===== config.mk =====
export PLATFORM = sky130hd
export DESIGN_NAME = pattern_generator_multi
export DESIGN_NICKNAME = d
export VERILOG_FILES = /design/src/rtl/pattern_generator_multi.sv
export SDC_FILE = /design/constraint.sdc
export NUM_CORES = 1
export LEC_CHECK = 0
export CELL_PAD_IN_SITES_DETAIL_PLACEMENT = 0
export CELL_PAD_IN_SITES_GLOBAL_PLACEMENT = 1
export CORE_MARGIN = 5
export CORE_UTILIZATION = 33
export DETAILED_ROUTE_END_ITERATION = 12
export GPL_ROUTABILITY_DRIVEN = 0
export PLACE_DENSITY = 0.79
export RECOVER_POWER = 25
export REMOVE_ABC_BUFFERS = 1
export SLEW_MARGIN = 10
export SYNTH_ARGS = -nofsm -noshare
export SYNTH_HDL_FRONTEND = slang
export SYNTH_SLANG_ARGS = --single-unit

===== constraint.sdc =====
create_clock -name pixel_clk -period 4.1 [get_ports pixel_clk]
set_input_delay 0.82 -clock pixel_clk [delete_from_list [all_inputs] [get_ports pixel_clk]]
set_output_delay 0.82 -clock pixel_clk [all_outputs]
set_load 0.01 [all_outputs]

===== src/rtl/pattern_generator_multi.sv =====
// Registered multi-mode VGA test pattern source (vbars, hbars, checker, scrolling bars).
// Optional macro PATTERN_BORDER_EN forces a white 1-pixel frame border over every mode.
module pattern_generator_multi #(
    parameter int H_ACTIVE     = 640,
    parameter int V_ACTIVE     = 480,
    parameter int NUM_BARS     = 3,
    parameter int CHECKER_LOG2 = 5,
    parameter int SCROLL_DIV   = 2
) (
    input  logic        pixel_clk,
    input  logic        reset,
    input  logic        display_enable,
    input  logic [9:0]  pixel_x,
    input  logic [9:0]  pixel_y,
    input  logic        frame_start,
    input  logic [1:0]  mode_sel,
    input  logic        mode_req,
    output logic [7:0]  color_out_332,
    output logic [1:0]  mode_active,
    output logic [15:0] frame_count
);

    localparam logic [10:0] H_LIM  = 11'(H_ACTIVE);
    localparam logic [10:0] V_LIM  = 11'(V_ACTIVE);
    localparam logic [10:0] BAR_W  = 11'(H_ACTIVE / NUM_BARS);
    localparam logic [10:0] BAR_H  = 11'(V_ACTIVE / NUM_BARS);
    localparam logic [9:0]  SCROLL_LAST = 10'(H_ACTIVE - 1);
    localparam int          DIV_W  = (SCROLL_DIV > 1) ? $clog2(SCROLL_DIV) : 1;
    localparam logic [DIV_W-1:0] DIV_LAST = DIV_W'(SCROLL_DIV - 1);

    typedef enum logic [1:0] {
        M_VBARS   = 2'd0,
        M_HBARS   = 2'd1,
        M_CHECKER = 2'd2,
        M_SCROLL  = 2'd3
    } mode_t;

    logic [7:0]       color_q, color_d;
    logic [1:0]       mode_active_q, mode_active_d;
    logic [1:0]       pending_q, pending_d;
    logic [15:0]      frame_count_q, frame_count_d;
    logic [9:0]       scroll_pos_q, scroll_pos_d;
    logic [DIV_W-1:0] div_q, div_d;

    logic [1:0]  render_mode;
    logic [10:0] x11, y11, sum11, sx11;

    // Threshold compare instead of a divider; the last bar absorbs the remainder.
    function automatic logic [2:0] bar_idx(input logic [10:0] c, input logic [10:0] w);
        logic [2:0]  idx;
        logic [10:0] thr;
        idx = 3'd0;
        thr = w;
        for (int k = 1; k < NUM_BARS; k++) begin
            if (c >= thr) idx = idx + 3'd1;
            thr = thr + w;
        end
        return idx;
    endfunction

    function automatic logic [7:0] palette(input logic [2:0] i);
        case (i)
            3'd0:    return 8'hE0;
            3'd1:    return 8'h1C;
            3'd2:    return 8'h03;
            3'd3:    return 8'hFF;
            3'd4:    return 8'hFC;
            3'd5:    return 8'h1F;
            3'd6:    return 8'hE3;
            default: return 8'h92;
        endcase
    endfunction

    always_comb begin
        pending_d   = mode_req ? mode_sel : pending_q;
        // The frame's first pixel already renders in the newly committed mode.
        render_mode = frame_start ? pending_d : mode_active_q;

        x11   = {1'b0, pixel_x};
        y11   = {1'b0, pixel_y};
        sum11 = x11 + {1'b0, scroll_pos_q};
        sx11  = (sum11 >= H_LIM) ? (sum11 - H_LIM) : sum11;

        color_d = 8'h00;
        if (display_enable && (x11 < H_LIM) && (y11 < V_LIM)) begin
            case (mode_t'(render_mode))
                M_VBARS:   color_d = palette(bar_idx(x11, BAR_W));
                M_HBARS:   color_d = palette(bar_idx(y11, BAR_H));
                M_CHECKER: color_d = (pixel_x[CHECKER_LOG2] ^ pixel_y[CHECKER_LOG2]) ? 8'hFF : 8'h00;
                M_SCROLL:  color_d = palette(bar_idx(sx11, BAR_W));
                default:   color_d = 8'h00;
            endcase
        end
`ifdef PATTERN_BORDER_EN
        if (display_enable && ((x11 == 11'd0) || (x11 == H_LIM - 11'd1) ||
                               (y11 == 11'd0) || (y11 == V_LIM - 11'd1)))
            color_d = 8'hFF;
`endif

        mode_active_d = frame_start ? pending_d : mode_active_q;
        frame_count_d = frame_count_q;
        div_d         = div_q;
        scroll_pos_d  = scroll_pos_q;
        if (frame_start) begin
            frame_count_d = frame_count_q + 16'd1;
            if (div_q == DIV_LAST) begin
                div_d        = '0;
                scroll_pos_d = (scroll_pos_q == SCROLL_LAST) ? 10'd0 : scroll_pos_q + 10'd1;
            end else begin
                div_d = div_q + DIV_W'(1);
            end
        end
    end

    always_ff @(posedge pixel_clk) begin
        if (reset) begin
            color_q       <= 8'h00;
            mode_active_q <= 2'd0;
            pending_q     <= 2'd0;
            frame_count_q <= 16'd0;
            scroll_pos_q  <= 10'd0;
            div_q         <= '0;
        end else begin
            color_q       <= color_d;
            mode_active_q <= mode_active_d;
            pending_q     <= pending_d;
            frame_count_q <= frame_count_d;
            scroll_pos_q  <= scroll_pos_d;
            div_q         <= div_d;
        end
    end

    assign color_out_332 = color_q;
    assign mode_active   = mode_active_q;
    assign frame_count   = frame_count_q;

endmodule


==> impl_metrics.py, run 1 <==
metrics = {
    "global_route": {
        "track_usage_pct": 12.9,
        "grt_remaining_overflow": 0,
        "antenna_found_initial": 0,
        "grt_max_degree": 29,
        "grt_pass1_vias": 2076,
        "grt_pass1_wl_mm": 9.19,
    },
    "synth": {
        "syn_inst": 282,
        "synth_area_um2": 2300,
        "synth_top_flop_cell": "dfxtp_1",
        "synth-edff-count": 0,
        "yosysSeqAreaShare_pct": 29.6,
        "synthDistinctLibCells": 48,
        "async_reset_ff_share_pct": 0,
        "syn_area_per_cell_um2": 8.15,
        "synth_warnings": 0,
        "synth_seq_cells": 34,
    },
    "route": {
        "avgViaCountPerCell": 4.82,
        "drc_errors": 0,
        "wl_per_cell_um": 12.3,
        "via_count": 2209,
        "drtPass1Iterations": 4,
        "drtIter0Drc": 56,
        "drt_wl_total_mm": 5.65,
        "ant_nets": 0,
    },
    "critical_path": {
        "r2r_slack_ns": 0.31,
        "critical_path_peak_fanout": 3,
        "critPathLaunchType": "input pin",
        "path_class": "in -> reg",
        "critical_path_required_ns": 4.28,
        "arrival_ns": 4.14,
        "crit_path_end_kind": "register",
    },
    "sta": {
        "fin_ws_ns": 0.138,
        "clock.fmax_ghz": 0.252,
        "worst_pin_slew_ns": 1.27,
        "fin_setup_tns_ns": 0,
        "hold_viol": 0,
        "rsz0062_at_grt": "yes",
        "drv_slew": 0,
        "setup_violations": 0,
        "finalCritPeriodShare_pct": 96.6,
        "fin_worst_skew_ns": 0.00489,
        "maxSlewHeadroom_pct": 15.5,
        "layout_min_cycle_time_ns": 3.96,
    },
    "layout": {
        "final_common_cell": "nor2_1",
        "n_antenna_cell": 0,
        "final_cell_mix": "nor2_1 (49), dfxtp_1 (34), buf_4 (34), clkdlybuf4s50_1 (32), xor2_1 (19)",
        "n_fill_cell": 645,
        "final_area_um2": 3340,
        "drive_gt1_share_pct": 19.9,
        "num-nets-final": 409,
        "areaGrowthSynthToFinish_pct": 45.6,
    },
    "run_status": {
        "status": "completed",
    },
    "clock_tree": {
        "clock_latency_ns": 0.28,
        "numCtsBuffers": 5,
        "hold_buffers": 0,
        "cts_buffer_depth": 2,
        "clk_pin_slew_ns": 0.07,
        "cts.sinks": 34,
        "cts_tree": "done",
        "cts_root_buf": "clkbuf_8",
        "cts_max_level": 2,
    },
    "die": {
        "start_util_pct": 33.8,
        "chipWidth_um": 93.4,
        "io_pins": 53,
        "row_count": 30,
        "coreArea_um2": 6790,
        "die-area_um2": 8730,
        "die_y_um": 93.4,
    },
    "power": {
        "p_leak_nw": 1.44,
        "peakVddDrop_mv": 0.188,
        "power.total_w": 0.000804,
        "pwr_density_cell_nw_per_um2": 241,
    },
    "job": {
        "maxCapViolations": 0,
    },
    "place": {
        "place_area_um2": 3080,
        "dp_hpwl_mm": 4.35,
        "portBuffers": 47,
        "dpl_worst_slack_ns": -0.729,
    },
    "hold_path": {
        "min_path_type": "reg -> reg",
    },
}
## repair_timing
item                                    CTS  global route
pin swaps                                12            13
hold endpoints to repair                  0             0
gates resized for setup                  16            26
endpoints found under the setup margin    3             3
setup buffers                             1             1
## worst max-delay path, stage by stage
cell and delay, ns:
buf_8 0.08, ha_4 0.12, inv_2 0.04, fa_2 0.38
nand2b_4 0.16, a211oi_4 0.21, o22a_1 0.24, xnor2_2 0.14
ha_2 0.20, nand4_1 0.08, o41a_1 0.39, o21ai_2 0.21
mux2i_2 0.28, a221oi_2 0.09, ha_1 0.27, mux2_4 0.27
o22ai_2 0.11, nor2_1 0.06
## metal layers
layer,track usage (%),share of wire (%)
met2,21.2,46
met4,3.30,0.85
met1,17.0,48
met5,0,0
met3,3.14,4.7
## cells in the mapped netlist, drive strengths merged, types with 2 or more instances
cell	instances	area share [%]
nor3	3	0.65
o22a	2	0.76
a211oi	2	0.87
mux2	3	1.5
nand3	10	2.2
nand4	6	1.6
xnor2	11	4.2
and4	2	0.76
or3	3	0.82
buf	7	2.0
o22ai	3	0.82
inv	12	2.0
a21o	5	1.6
and2	4	1.1
a21oi	10	2.2
nand2	18	2.9
dfxtp	34	30
nor2	49	8.0
o221ai	2	0.76
clkbuf	3	0.49
nand2b	5	1.4
xor2	19	7.2
ha	20	11
o21ai	20	4.5
mux2i	5	2.2
nor2b	2	0.54
and3	4	1.1
o21a	2	0.65
## logic make-up (layout without fill, tap and decap cells)
family / Yosys count / count (layout) / share of synthesized area [%]
adder cells (fa/ha/maj): 21 / 21 / 11.8
AND/OR/NAND/NOR: 109 / 109 / 22.1
AO/OA/AOI/OAI: 58 / 58 / 17.0
multiplexers: 8 / 8 / 3.65
XOR/XNOR: 30 / 30 / 11.4
buffers and inverters: 22 / 102 / 4.41
flip-flops: 34 / 34 / 29.6
## metrics by stage
stage / utilization, % / std cells / hold WS [ns]
global placement: 45.3 / 448 / 0.476
global route: 49.2 / 458 / 0.529
CTS: 47.6 / 457 / 0.511
detailed placement: 45.3 / 448 / 0.497
finish: 49.2 / 458 / 0.506
floorplan: - / 272 / 0.456
## state kept, by name, summed over array words and instances (netlist names)
name,cells
color_out_332,3
div_q,1
scroll_pos_q,10
mode_active,2
frame_count,16
pending_q,2
## where the power goes
part	total (W)	internal (W)	switching, W
sequential	0.000344	0.000338	0.00000656
combinational	0.000171	0.0000916	0.0000791
clock	0.000289	0.000170	0.000120
## final timing paths
check	from	endpoint	cells past startpoint
max	pixel_x[0]	color_out_332[4]	18
min	frame_count[11]	frame_count[11]	2
max reg2reg	scroll_pos_q[0]	color_out_332[4]	17
min reg2reg	frame_count[11]	frame_count[11]	2
## cell type report
class / count / area [um2] / area share, %
multi-input combinational: 226 / 1650 / 49.3
tap: 96 / 120 / 3.59
timing repair buffer: 82 / 741 / 22.1
sequential: 34 / 681 / 20.4
clock buffer: 8 / 110 / 3.29
inverter: 12 / 45.0 / 1.35
(Power assumes the default switching activity.)
==> run 2: changes to the inputs <==
- PLACE_DENSITY: 0.79 -> 0.78
==> impl_metrics.py, run 2 (synthesized netlist as in run 1, its figures left out) <==
metrics = {
    "power": {
        "pwr_density_cell_nw_per_um2": 223,
        "p_leak_nw": 1.44,
        "peakVddDrop_mv": 0.141,
    },
    "critical_path": {
        "critPathLaunchType": "input pin",
        "crit_start": "pixel_x[0]",
        "path_class": "in -> reg",
        "max_stage_delay_ns": 0.40,
        "cpMaxStageDelayCell": "o41a_1",
        "crit_path_end_kind": "register",
        "arrival_ns": 4.15,
        "cp_cell_sequence": "buf_8 -> ha_4 -> inv_2 -> fa_2 -> nand2b_4 -> a211oi_4 -> o22a_1 -> xnor2_2 -> ha_2 -> nand4_1 -> o41a_1 -> o21ai_2 -> mux2i_2 -> a221oi_2 -> ha_1 -> mux2_4 -> o22ai_2 -> nor2_1",
        "crit_buf_inv": 2,
        "critPathTopFamily": "compound AO/OA/AOI/OAI gates",
        "r2r-start": "scroll_pos_q[0]",
        "critical_path_required_ns": 4.27,
        "critical_path_peak_fanout": 3,
    },
    "route": {
        "avgViaCountPerCell": 4.80,
        "drc_errors": 0,
        "wl_per_cell_um": 12.1,
        "via_count": 2217,
        "drtIter0Drc": 36,
        "ant_nets": 0,
        "drt_wl_total_mm": 5.60,
        "drtPass1Iterations": 4,
    },
    "clock_tree": {
        "clk_pin_slew_ns": 0.07,
        "cts_max_level": 2,
        "cts_tree": "done",
        "cts.sinks": 34,
        "numCtsBuffers": 5,
        "clock_latency_ns": 0.27,
        "hold_buffers": 0,
        "cts_buffer_depth": 2,
        "cts_root_buf": "clkbuf_8",
    },
    "layout": {
        "areaGrowthSynthToFinish_pct": 44.8,
        "fin_util_pct": 49.0,
        "drive_gt1_share_pct": 19.7,
        "layout.cells.non_filler": 462,
        "n_antenna_cell": 0,
        "final_common_cell": "nor2_1",
        "n_fill_cell": 666,
        "final_cell_mix": "nor2_1 (49), buf_4 (39), dfxtp_1 (34), clkdlybuf4s50_1 (32), xor2_1 (19)",
        "largest_reg_flops": 16,
        "num-nets-final": 414,
    },
    "sta": {
        "clock.fmax_ghz": 0.251,
        "fin_ws_ns": 0.119,
        "finalCritPeriodShare_pct": 97.1,
        "rsz0062_at_grt": "yes",
        "worst_pin_slew_ns": 0.676,
        "hold_ws_ns": 0.499,
        "layout_min_cycle_time_ns": 3.98,
        "fin_setup_tns_ns": 0,
        "maxSlewHeadroom_pct": 54.5,
        "setup_violations": 0,
        "drv_slew": 0,
        "fin_worst_skew_ns": 0.00435,
        "hold_viol": 0,
    },
    "global_route": {
        "grt_pass1_vias": 2166,
        "grt_pass1_wl_mm": 9.60,
        "antenna_found_initial": 0,
        "track_usage_pct": 13.2,
        "grt_remaining_overflow": 0,
        "grt_max_degree": 16,
    },
    "die": {
        "row_count": 30,
        "chipWidth_um": 93.4,
        "coreArea_um2": 6790,
        "start_util_pct": 33.8,
        "die_y_um": 93.4,
        "die-area_um2": 8730,
        "io_pins": 53,
    },
    "place": {
        "dp_hpwl_mm": 4.48,
        "dp_cells": 450,
        "dpl_worst_slack_ns": -0.769,
        "portBuffers": 47,
    },
    "run_status": {
        "status": "completed",
    },
    "hold_path": {
        "min_path_type": "reg -> reg",
        "hp-start": "pending_q[0]",
    },
    "job": {
        "maxCapViolations": 0,
    },
}
run 2: what timing repair did:
item                                    4_1_cts  5_1_grt
resized for setup                            20       16
endpoints found under the setup margin        3        3
pin swaps                                    11       11
buffers inserted                              1        4
run 2: worst register-to-register path: cells and delay by family (launching register included):
kind / cells / cell delay, ns
flops: 1 / 0.40
simple gates: 3 / 0.32
buf+inv: 1 / 0.04
xor+xnor: 1 / 0.14
compound gates: 6 / 1.29
mux: 2 / 0.55
fa+ha+maj: 4 / 0.95
run 2: path summary, 6_finish.rpt:
kind / end / slack (ns) / cells after the start
max: color_out_332[4] / 0.12 / 18
min: pending_q[0] / 0.50 / 2
max reg2reg: color_out_332[4] / 0.31 / 17
min reg2reg: pending_q[0] / 0.50 / 2
run 2: cell type report:
type                    count  area [um2]  area share (%)
inverters                  12        45.0            1.35
well taps                  96         120            3.61
repair buffers             87         774            23.3
clock buffers               5        68.8            2.07
clock inverters             2        10.0           0.301
flip-flops and latches     34         681            20.5
multi-input cells         226        1630            48.9
run 2: stage by stage:
step | area (um2) | power, W
global placement | 3090 | 0.000510
CTS | 3240 | 0.000746
finish | 3330 | 0.000742
detailed placement | 3090 | 0.000512
floorplan | 2240 | 0.000430
global route | 3330 | 0.000783
run 2: power breakdown:
group / internal, W / switching (W) / leakage, nW
sequential: 0.000338 / 0.00000631 / 0.276
clock: 0.000114 / 0.000114 / 0.0438
combinational: 0.0000914 / 0.0000784 / 1.12
run 2: metal layers:
layer / vias to the layer above / part of all wire [%] / GRT usage (%)
met3: 6 / 6.0 / 3.22
met1: 999 / 49 / 17.8
met2: 56 / 44 / 21.7
met5: - / 0 / 0
met4: 0 / 0.68 / 2.08
li1: 1156 / - / -
==> run 3: changes to the inputs <==
- CORE_UTILIZATION: 33 -> 40
- PLACE_DENSITY: 0.78 -> 0.88
- clock period: 4.1 -> 4.75 ns (I/O delays scaled with it)
==> impl_metrics.py, run 3 (synthesized netlist as in run 1, its figures left out) <==
metrics = {
    "run_status": {
        "status": "completed",
    },
    "layout": {
        "num-nets-final": 398,
        "final_cell_mix": "nor2_1 (49), clkdlybuf4s50_1 (39), dfxtp_1 (34), buf_4 (23), xor2_1 (19)",
        "areaGrowthSynthToFinish_pct": 35.7,
        "final_common_cell": "nor2_1",
        "largest_reg_flops": 16,
        "n_fill_cell": 530,
        "drive_gt1_share_pct": 13.1,
        "n_antenna_cell": 0,
        "final_area_um2": 3120,
    },
    "clock_tree": {
        "numCtsBuffers": 5,
        "hold_buffers": 0,
        "cts_tree": "done",
        "clk_pin_slew_ns": 0.07,
        "cts_max_level": 2,
        "cts_root_buf": "clkbuf_8",
        "clock_latency_ns": 0.28,
        "cts.sinks": 34,
        "cts_buffer_depth": 2,
    },
    "die": {
        "die_y_um": 85.8,
        "die-area_um2": 7360,
        "coreArea_um2": 5540,
        "start_util_pct": 41.5,
        "io_pins": 53,
        "row_count": 27,
        "chipWidth_um": 85.8,
    },
    "global_route": {
        "track_usage_pct": 14.0,
        "grt_pass1_wl_mm": 8.55,
        "grt_pass1_vias": 1949,
        "grt_remaining_overflow": 0,
        "antenna_found_initial": 0,
        "grt_max_degree": 29,
    },
    "route": {
        "drc_errors": 0,
        "ant_nets": 0,
        "avgViaCountPerCell": 5.16,
        "via_count": 2184,
        "drtPass1Iterations": 5,
        "drt_wl_total_mm": 5.24,
        "wl_per_cell_um": 12.4,
        "drtIter0Drc": 94,
    },
    "power": {
        "pwr-share-clk_pct": 33.3,
        "combPwrFrac_pct": 20.7,
        "p_leak_nw": 1.33,
        "pwr_density_cell_nw_per_um2": 207,
        "peakVddDrop_mv": 0.143,
        "power.total_w": 0.000646,
        "switchingPower_w": 0.000167,
        "switching_share_pct": 25.9,
        "pwr-share-seq_pct": 46.0,
        "p_int_w": 0.000479,
    },
    "sta": {
        "finalCritPeriodShare_pct": 95.6,
        "drv_slew": 0,
        "fin_setup_tns_ns": 0,
        "layout_min_cycle_time_ns": 4.54,
        "clock.fmax_ghz": 0.220,
        "fin_worst_skew_ns": 0.00116,
        "setup_violations": 0,
        "hold_viol": 0,
        "maxSlewHeadroom_pct": 16.2,
        "worst_pin_slew_ns": 1.26,
        "rsz0062_at_grt": "no",
    },
    "critical_path": {
        "path_class": "in -> reg",
        "cp_cell_sequence": "clkdlybuf4s50_1 -> inv_1 -> fa_2 -> nand2b_4 -> a211oi_4 -> o22a_1 -> xnor2_2 -> ha_2 -> nand4_1 -> o41a_1 -> o21ai_2 -> buf_4 -> xnor2_1 -> o221a_2 -> ha_1 -> mux2_2 -> o22ai_2 -> nor2_1",
        "arrival_ns": 4.71,
        "critPathLaunchType": "input pin",
        "critical_path_peak_fanout": 3,
        "cpMaxStageDelayCell": "clkdlybuf4s50_1",
        "max_stage_delay_ns": 0.47,
        "critical_path_required_ns": 4.92,
        "crit_path_end_kind": "register",
    },
    "place": {
        "dp_hpwl_mm": 4.07,
        "portBuffers": 47,
        "place_area_um2": 2940,
    },
    "job": {
        "maxCapViolations": 0,
    },
    "hold_path": {
        "min_path_type": "reg -> reg",
    },
}
-- run 3: cell count changes in the layout (fill, tap and decap cells not counted), moves of 2 or more --
cell	delta
dlygate4sd2_1	-2
inv_1	+2
buf_4	-16
ha_4	-4
dlymetal6s2s_1	-3
inv_2	-2
ha_1	+4
clkdlybuf4s50_1	+7
-- run 3: metal layers --
metal,part of all wire (%),track usage (%)
met5,0,0
met4,1.2,4.03
met3,7.2,4.03
met2,45,22.9
met1,47,18.1
-- run 3: layout make-up --
type	count	area, um2	area share, %
Multi-Input combinational cell	226	1560	50.1
Sequential cell	34	681	21.8
Clock buffer	7	86.3	2.77
Tap cell	72	90.1	2.89
Timing Repair Buffer	71	649	20.8
Inverter	12	45.0	1.44
Clock inverter	1	5.00	0.161
-- run 3: per-stage QoR --
| step | hold WS (ns) | utilization (%) | setup slack [ns] | cells |
|---|---|---|---|---|
| final | 0.498 | 56.3 | 0.211 | 423 |
| after CTS | 0.504 | 55.4 | 0.0483 | 421 |
| after global routing | 0.541 | 56.3 | 0.00428 | 423 |
| after global placement | 0.477 | 53.0 | -0.230 | 409 |
| after detailed placement | 0.487 | 53.0 | -0.327 | 409 |
| after floorplan | 0.456 | - | 0.363 | 272 |
-- run 3: what timing repair did --
action / CTS / global route
pin swaps: 6 / 6
endpoints found under the setup margin: 1 / 3
buffers inserted: 4 / 2
gates resized for setup: 3 / 7
-- run 3: critical path, delay by kind of cell --
| family | cells | cell delay [ns] |
|---|---|---|
| compound gates | 6 | 1.41 |
| fa+ha+maj | 3 | 0.87 |
| buf+inv | 3 | 0.68 |
| simple gates | 3 | 0.31 |
| mux | 1 | 0.27 |
| xor+xnor | 2 | 0.21 |
-- run 3: path summary, 6_finish.rpt --
kind | end | from | cells after the start | slack (ns)
min reg2reg | pending_q[1] | pending_q[1] | 2 | 0.50
min | pending_q[1] | pending_q[1] | 2 | 0.50
max | color_out_332[4] | pixel_x[1] | 18 | 0.21
max reg2reg | color_out_332[4] | scroll_pos_q[0] | 18 | 0.79
-- run 3: power by group through the flow --
| stage | Combinational, W | Sequential [W] | Clock [W] |
|---|---|---|---|
| final | 0.000134 | 0.000297 | 0.000215 |
| after global routing | 0.000148 | 0.000298 | 0.000236 |
| after CTS | 0.000132 | 0.000297 | 0.000223 |
| after detailed placement | 0.000127 | 0.000304 | 0 |
| after global placement | 0.000125 | 0.000304 | 0 |
| after floorplan | 0.0000659 | 0.000305 | 0 |
